`config.mk`:
```
export PLATFORM = sky130hd
export DESIGN_NAME = reg_file_n
export DESIGN_NICKNAME = d
export VERILOG_FILES = /design/src/rtl/reg_file_pkg.sv /design/src/rtl/negate_n.sv /design/src/rtl/reg_file_n.sv
export SDC_FILE = /design/constraint.sdc
export NUM_CORES = 2
export LEC_CHECK = 0
export ABC_AREA = 1
export BUFFER_PORTS_ARGS = -buffer_cell sky130_fd_sc_hd__buf_2
export CORE_ASPECT_RATIO = 0.8
export CORE_MARGIN = 3
export CORE_UTILIZATION = 51
export CTS_CLUSTER_DIAMETER = 150
export CTS_CLUSTER_SIZE = 24
export DETAILED_ROUTE_END_ITERATION = 10
export MAX_ROUTING_LAYER = met4
export PLACE_DENSITY = 0.66
export SKIP_CTS_REPAIR_TIMING = 1
export SLEW_MARGIN = 40
export SYNTH_ARGS = -nofsm -noshare
export SYNTH_HDL_FRONTEND = slang
export SYNTH_HIERARCHICAL = 1
export SYNTH_SLANG_ARGS = --single-unit
```
`constraint.sdc`:
```
create_clock -name clk -period 78.9 [get_ports clk]
set_clock_uncertainty 0.2 [all_clocks]
set_input_delay 11.835 -clock clk [delete_from_list [all_inputs] [get_ports clk]]
set_output_delay 11.835 -clock clk [all_outputs]
set_load 0.01 [all_outputs]
```
`src/rtl/reg_file_pkg.sv`:
```
// Shared types and default sizing for the register file with clear sweep.
package reg_file_pkg;
  typedef enum logic {IDLE, SWEEP} state_t;

  localparam int DEF_WIDTH = 32;
  localparam int DEF_DEPTH = 32;
endpackage

```
`src/rtl/negate_n.sv`:
```
// Two's-complement negation, combinational; the carry out of the increment is dropped.
module negate_n #(
  parameter int WIDTH = 32
) (
  input  logic [WIDTH-1:0] a,
  output logic [WIDTH-1:0] y
);
  assign y = ~a + WIDTH'(1);
endmodule

```
`src/rtl/reg_file_n.sv`:
```
// 2R1W register file with optional negate-on-write and a DEPTH-cycle clear sweep.
// Reads are combinational with no bypass; writes and clr_req are dropped while busy.
module reg_file_n
  import reg_file_pkg::*;
#(
  parameter int WIDTH    = DEF_WIDTH,
  parameter int DEPTH    = DEF_DEPTH,
  parameter int ZERO_REG = 1,
  localparam int ADDR_W  = $clog2(DEPTH)
) (
  input  logic              clk,
  input  logic              rst,
  input  logic              we,
  input  logic              wneg,
  input  logic [ADDR_W-1:0] waddr,
  input  logic [WIDTH-1:0]  wdata,
  input  logic [ADDR_W-1:0] raddr_a,
  input  logic [ADDR_W-1:0] raddr_b,
  output logic [WIDTH-1:0]  rdata_a,
  output logic [WIDTH-1:0]  rdata_b,
  input  logic              clr_req,
  output logic              busy,
  output logic              done
);
  localparam logic [ADDR_W-1:0] LAST = ADDR_W'(DEPTH - 1);

  logic [WIDTH-1:0]  regs [DEPTH];
  logic [WIDTH-1:0]  wdata_neg;
  logic [WIDTH-1:0]  wval;
  logic              wr_ok;
  state_t            state, state_nxt;
  logic [ADDR_W-1:0] cnt, cnt_nxt;
  logic              done_nxt;

  negate_n #(.WIDTH(WIDTH)) u_neg (
    .a (wdata),
    .y (wdata_neg)
  );

  assign wval  = wneg ? wdata_neg : wdata;
  assign busy  = (state == SWEEP);
  // Register 0 is hard-wired when ZERO_REG is set, so its writes never land.
  assign wr_ok = we && !busy && !((ZERO_REG != 0) && (waddr == '0));

  assign rdata_a = ((ZERO_REG != 0) && (raddr_a == '0)) ? '0 : regs[raddr_a];
  assign rdata_b = ((ZERO_REG != 0) && (raddr_b == '0)) ? '0 : regs[raddr_b];

  always_comb begin
    state_nxt = state;
    cnt_nxt   = cnt;
    done_nxt  = 1'b0;
    case (state)
      IDLE: begin
        if (clr_req) begin
          state_nxt = SWEEP;
          cnt_nxt   = '0;
        end
      end
      SWEEP: begin
        cnt_nxt = cnt + ADDR_W'(1);
        if (cnt == LAST) begin
          state_nxt = IDLE;
          cnt_nxt   = '0;
          done_nxt  = 1'b1;
        end
      end
      default: begin
        state_nxt = IDLE;
        cnt_nxt   = '0;
      end
    endcase
  end

  always_ff @(posedge clk or posedge rst) begin
    if (rst) begin
      state <= IDLE;
      cnt   <= '0;
      done  <= 1'b0;
      for (int i = 0; i < DEPTH; i++) begin
        regs[i] <= '0;
      end
    end else begin
      state <= state_nxt;
      cnt   <= cnt_nxt;
      done  <= done_nxt;
      if (busy) begin
        regs[cnt] <= '0;
      end else if (wr_ok) begin
        regs[waddr] <= wval;
      end
    end
  end
endmodule

```
==> out/qor_table.md <==
| Metric | Reported | Unit |
| --- | --- | --- |
| Startpoint of the worst hold path | regs[1022]$_DFFE_PP0P_ | - |
| Number of placed I/O pins | 118 | - |
| Hold slack final | 298.9 | ps |
| Worst-case clock buffer depth | 3 | - |
| Post-route core utilization | 0.5400 | - |
| CP Capture Type | output port | - |
| Hold-critical path endpoint | regs[1022]$_DFFE_PP0P_ | - |
| Number of nets in the layout | 8,298 | - |
| Hold Fails Final Rpt | 0 | - |
| DRC violation count after routing | 0 | - |
| CP Max Fanout | 56 | - |
| TritonCTS clock tree | done | - |
| Crit share post-route | 0.3569 | - |
| Initial DRC count | 11,280 | - |
| Cells on Worst Hold Path | 2 | - |
| Avg Vias per Cell | 6.612 | - |
| Static power due to leakage | 0.02779 | uW |
| Row count | 111 | - |
| Maximum resistive drop on vdd | 0.01802 | mV |
| Slew headroom | 0.3620 | - |
| Run status | completed | - |
| Commonest non-fill, non-tap cell in the layout | sky130_fd_sc_hd__nand2_1 | - |
| Signal arrival time at the worst endpoint | 16,130 | ps |
| Number of clock sinks | 1,031 | - |
| Number of antenna violations at the first check in global routing | 6 | - |
| R2R depth | 7 | - |
| Total global-route track usage | 0.4351 | - |
| Area growth, synth to finish | 4.095 | % |
| Last weighted congestion value of the routability-driven placer | 0.9551 | - |
| Leftover overflow at the end of global routing | 0 | - |
| Total of warnings raised by yosys | 6 | - |
| Distinct cell type count of the synthesized netlist | 30 | - |
| Element type at the critical path start | primary input | - |
| Number of synthesized flops with an enable pin | 0 | - |
| Floorplan die area | 0.1217 | mm^2 |
| Die Ht | 312.6 | um |
| Fraction of the yosys area taken by sequential cells | 0.4304 | - |
| Maximum capacitance violations | 0 | - |
| Final total negative setup slack | 0 | ps |
| Width of the die | 389.3 | um |
| Capturing point of the worst reg2reg path | regs[700]$_DFFE_PP0P_ | - |
| Min-Delay Path Class | reg -> reg | - |
| Worst R2R Setup Slack | 75,650 | ps |
| Setup repair after global routing missed its margin | no | - |
| Most frequently used flop master after synthesis | sky130_fd_sc_hd__dfrtp_1 | - |
| Data required time at the worst endpoint | 66,870 | ps |
| Wire length of the first global-routing pass | 390.4 | mm |
| Cts bufs inserted | 48 | - |
| Async set-reset flop share out of synthesis | 1.000 | - |
| Starting density of the core | 0.5187 | - |
| Root Driver | sky130_fd_sc_hd__clkbuf_16 | - |
| Floorplan core area | 0.1156 | mm^2 |
| Min Clock Period, post-route | 28,160 | ps |
| DP Wirelength | 143.6 | mm |
| CTS H-Tree Depth | 2 | - |
| Routed wire per std cell | 27.02 | um |
| Pin count of the biggest net entering global routing | 146 | - |
| Number of detailed-routing iterations run before antenna repair | 8 | - |
| Vias in the first global route | 59,060 | - |
| Fin area | 0.06240 | mm^2 |
| Summed instance area of the synthesized netlist | 0.05994 | mm^2 |
| Via count | 64,650 | - |
| Setup Viol. Count Final | 0 | - |
| IO Port Bufs | 117 | - |
| Power Dens Cells | 19.15 | mW/mm^2 |
| Clock latency on the worst-skew pair | 670 | ps |
| Max Clk Rate | 35.51 | MHz |
| Number of nets in the synthesized netlist | 8,798 | - |
| Worst Setup Path Type | in -> out | - |
| Number of standard cells after synthesis | 8,740 | - |
| Antenna Nets Post-Route | 0 | - |
| Syn_area_per_cell | 6.858 | um^2 |
| Commonest cells after routing, fill and taps aside | sky130_fd_sc_hd__nand2_1 (2,738), sky130_fd_sc_hd__nand3_1 (2,194), sky130_fd_sc_hd__dfrtp_1 (1,031), sky130_fd_sc_hd__o21ai_0 (965), sky130_fd_sc_hd__nor2_1 (253) | - |
| Cell area after placement | 0.06096 | mm^2 |
| Final routed wirelength across all metal layers | 264.2 | mm |
| Final total power | 1195 | uW |
| Number of synthesized register bits | 1,031 | - |
| Slew @ Worst Pin | 953.5 | ps |
| Clk slew on worst S/H paths | 100 | ps |
| Start of the worst register-to-register path | busy$_DFF_PP0_ | - |
| Fraction of final layout cells sized beyond drive strength 1 | 0.04999 | - |
| Final Slew Violations | 0 | - |
==> registers in the layout, summed over array words and instances (netlist names) <==
name  flops
regs   1024
cnt       5
busy      1
done      1
==> stage by stage <==
step	setup WS, ps	instances
finish	50740	9778
global route	50860	9772
CTS	50890	9764
detailed placement	50890	9712
global placement	50500	9701
floorplan	37850	8740
==> cells by family (layout without fill, tap and decap cells) <==
family,after synthesis,in the layout,share of synthesized area
buf+inv,1092,594,0.07112
flops,1031,1031,0.4304
simple gates,5258,5258,0.3783
other cells,0,11,0
compound gates,1336,1336,0.1164
fa+ha+maj,6,6,0.001252
xor+xnor,17,17,0.002484
==> layer usage <==
| metal | share of wire | GRT usage | vias to the layer above |
|---|---|---|---|
| li1 | - | - | 28010 |
| met1 | 0.38 | 0.5798 | 30300 |
| met2 | 0.39 | 0.5795 | 5320 |
| met3 | 0.17 | 0.1641 | 1026 |
| met4 | 0.058 | 0.2073 | 0 |
| met5 | 0 | - | - |
==> critical path, stage by stage <==
cell and delay [ps]:
sky130_fd_sc_hd__buf_8 300, sky130_fd_sc_hd__buf_4 810, sky130_fd_sc_hd__buf_4 850, sky130_fd_sc_hd__buf_4 810
sky130_fd_sc_hd__a21oi_1 80, sky130_fd_sc_hd__o21ai_0 120, sky130_fd_sc_hd__a21oi_1 90, sky130_fd_sc_hd__nor2_1 120
sky130_fd_sc_hd__nor2_1 80, sky130_fd_sc_hd__nor2_1 710, sky130_fd_sc_hd__buf_2 270
==> power by group <==
group | switching (uW) | total (uW) | internal [uW]
Combinational | 231 | 300 | 69.0
Sequential | 32.3 | 598 | 566
Clock | 183 | 297 | 114
Total | 446 | 1200 | 749
==> area by class of cell <==
| type | count | area [um^2] |
|---|---|---|
| flip-flops and latches | 1031 | 25800 |
| inverters | 271 | 1076 |
| diodes | 11 | 27.53 |
| well taps | 1525 | 1908 |
| clock buffers | 51 | 1255 |
| repair buffers | 271 | 2137 |
| fillers | 11340 | 53150 |
| multi-input cells | 6617 | 30180 |
| clock inverters | 1 | 16.27 |
==> synthesized netlist by cell type (all sizes together), types with 6 or more instances <==
master     n  area (um^2)
nand2   2772        10470
nand3   2205        11050
o211ai    34        255.2
o21ai    971         4863
nor2     267         1051
a21oi    176        880.8
o21bai     8        60.06
buf      217        978.4
dfrtp   1031        25800
nand4      6        37.54
o22ai    147        919.6
clkbuf   604         2267
xor2      12        105.1
inv      270         1013
ha         6        75.07
==> worst max-delay path by stage <==
stage | startpoint | end | slack (ps) | cells after the start
global route | raddr_a[1] | rdata_a[18] | 50860 | 11
global placement | raddr_b[0] | rdata_b[13] | 50500 | 13
finish | raddr_a[1] | rdata_a[18] | 50740 | 11
CTS | raddr_b[0] | rdata_b[13] | 50890 | 13
detailed placement | raddr_b[0] | rdata_b[13] | 50890 | 13
floorplan | rst | busy$_DFF_PP0_ | 37850 | 1
Note: power is estimated with default switching activity, not from simulation.
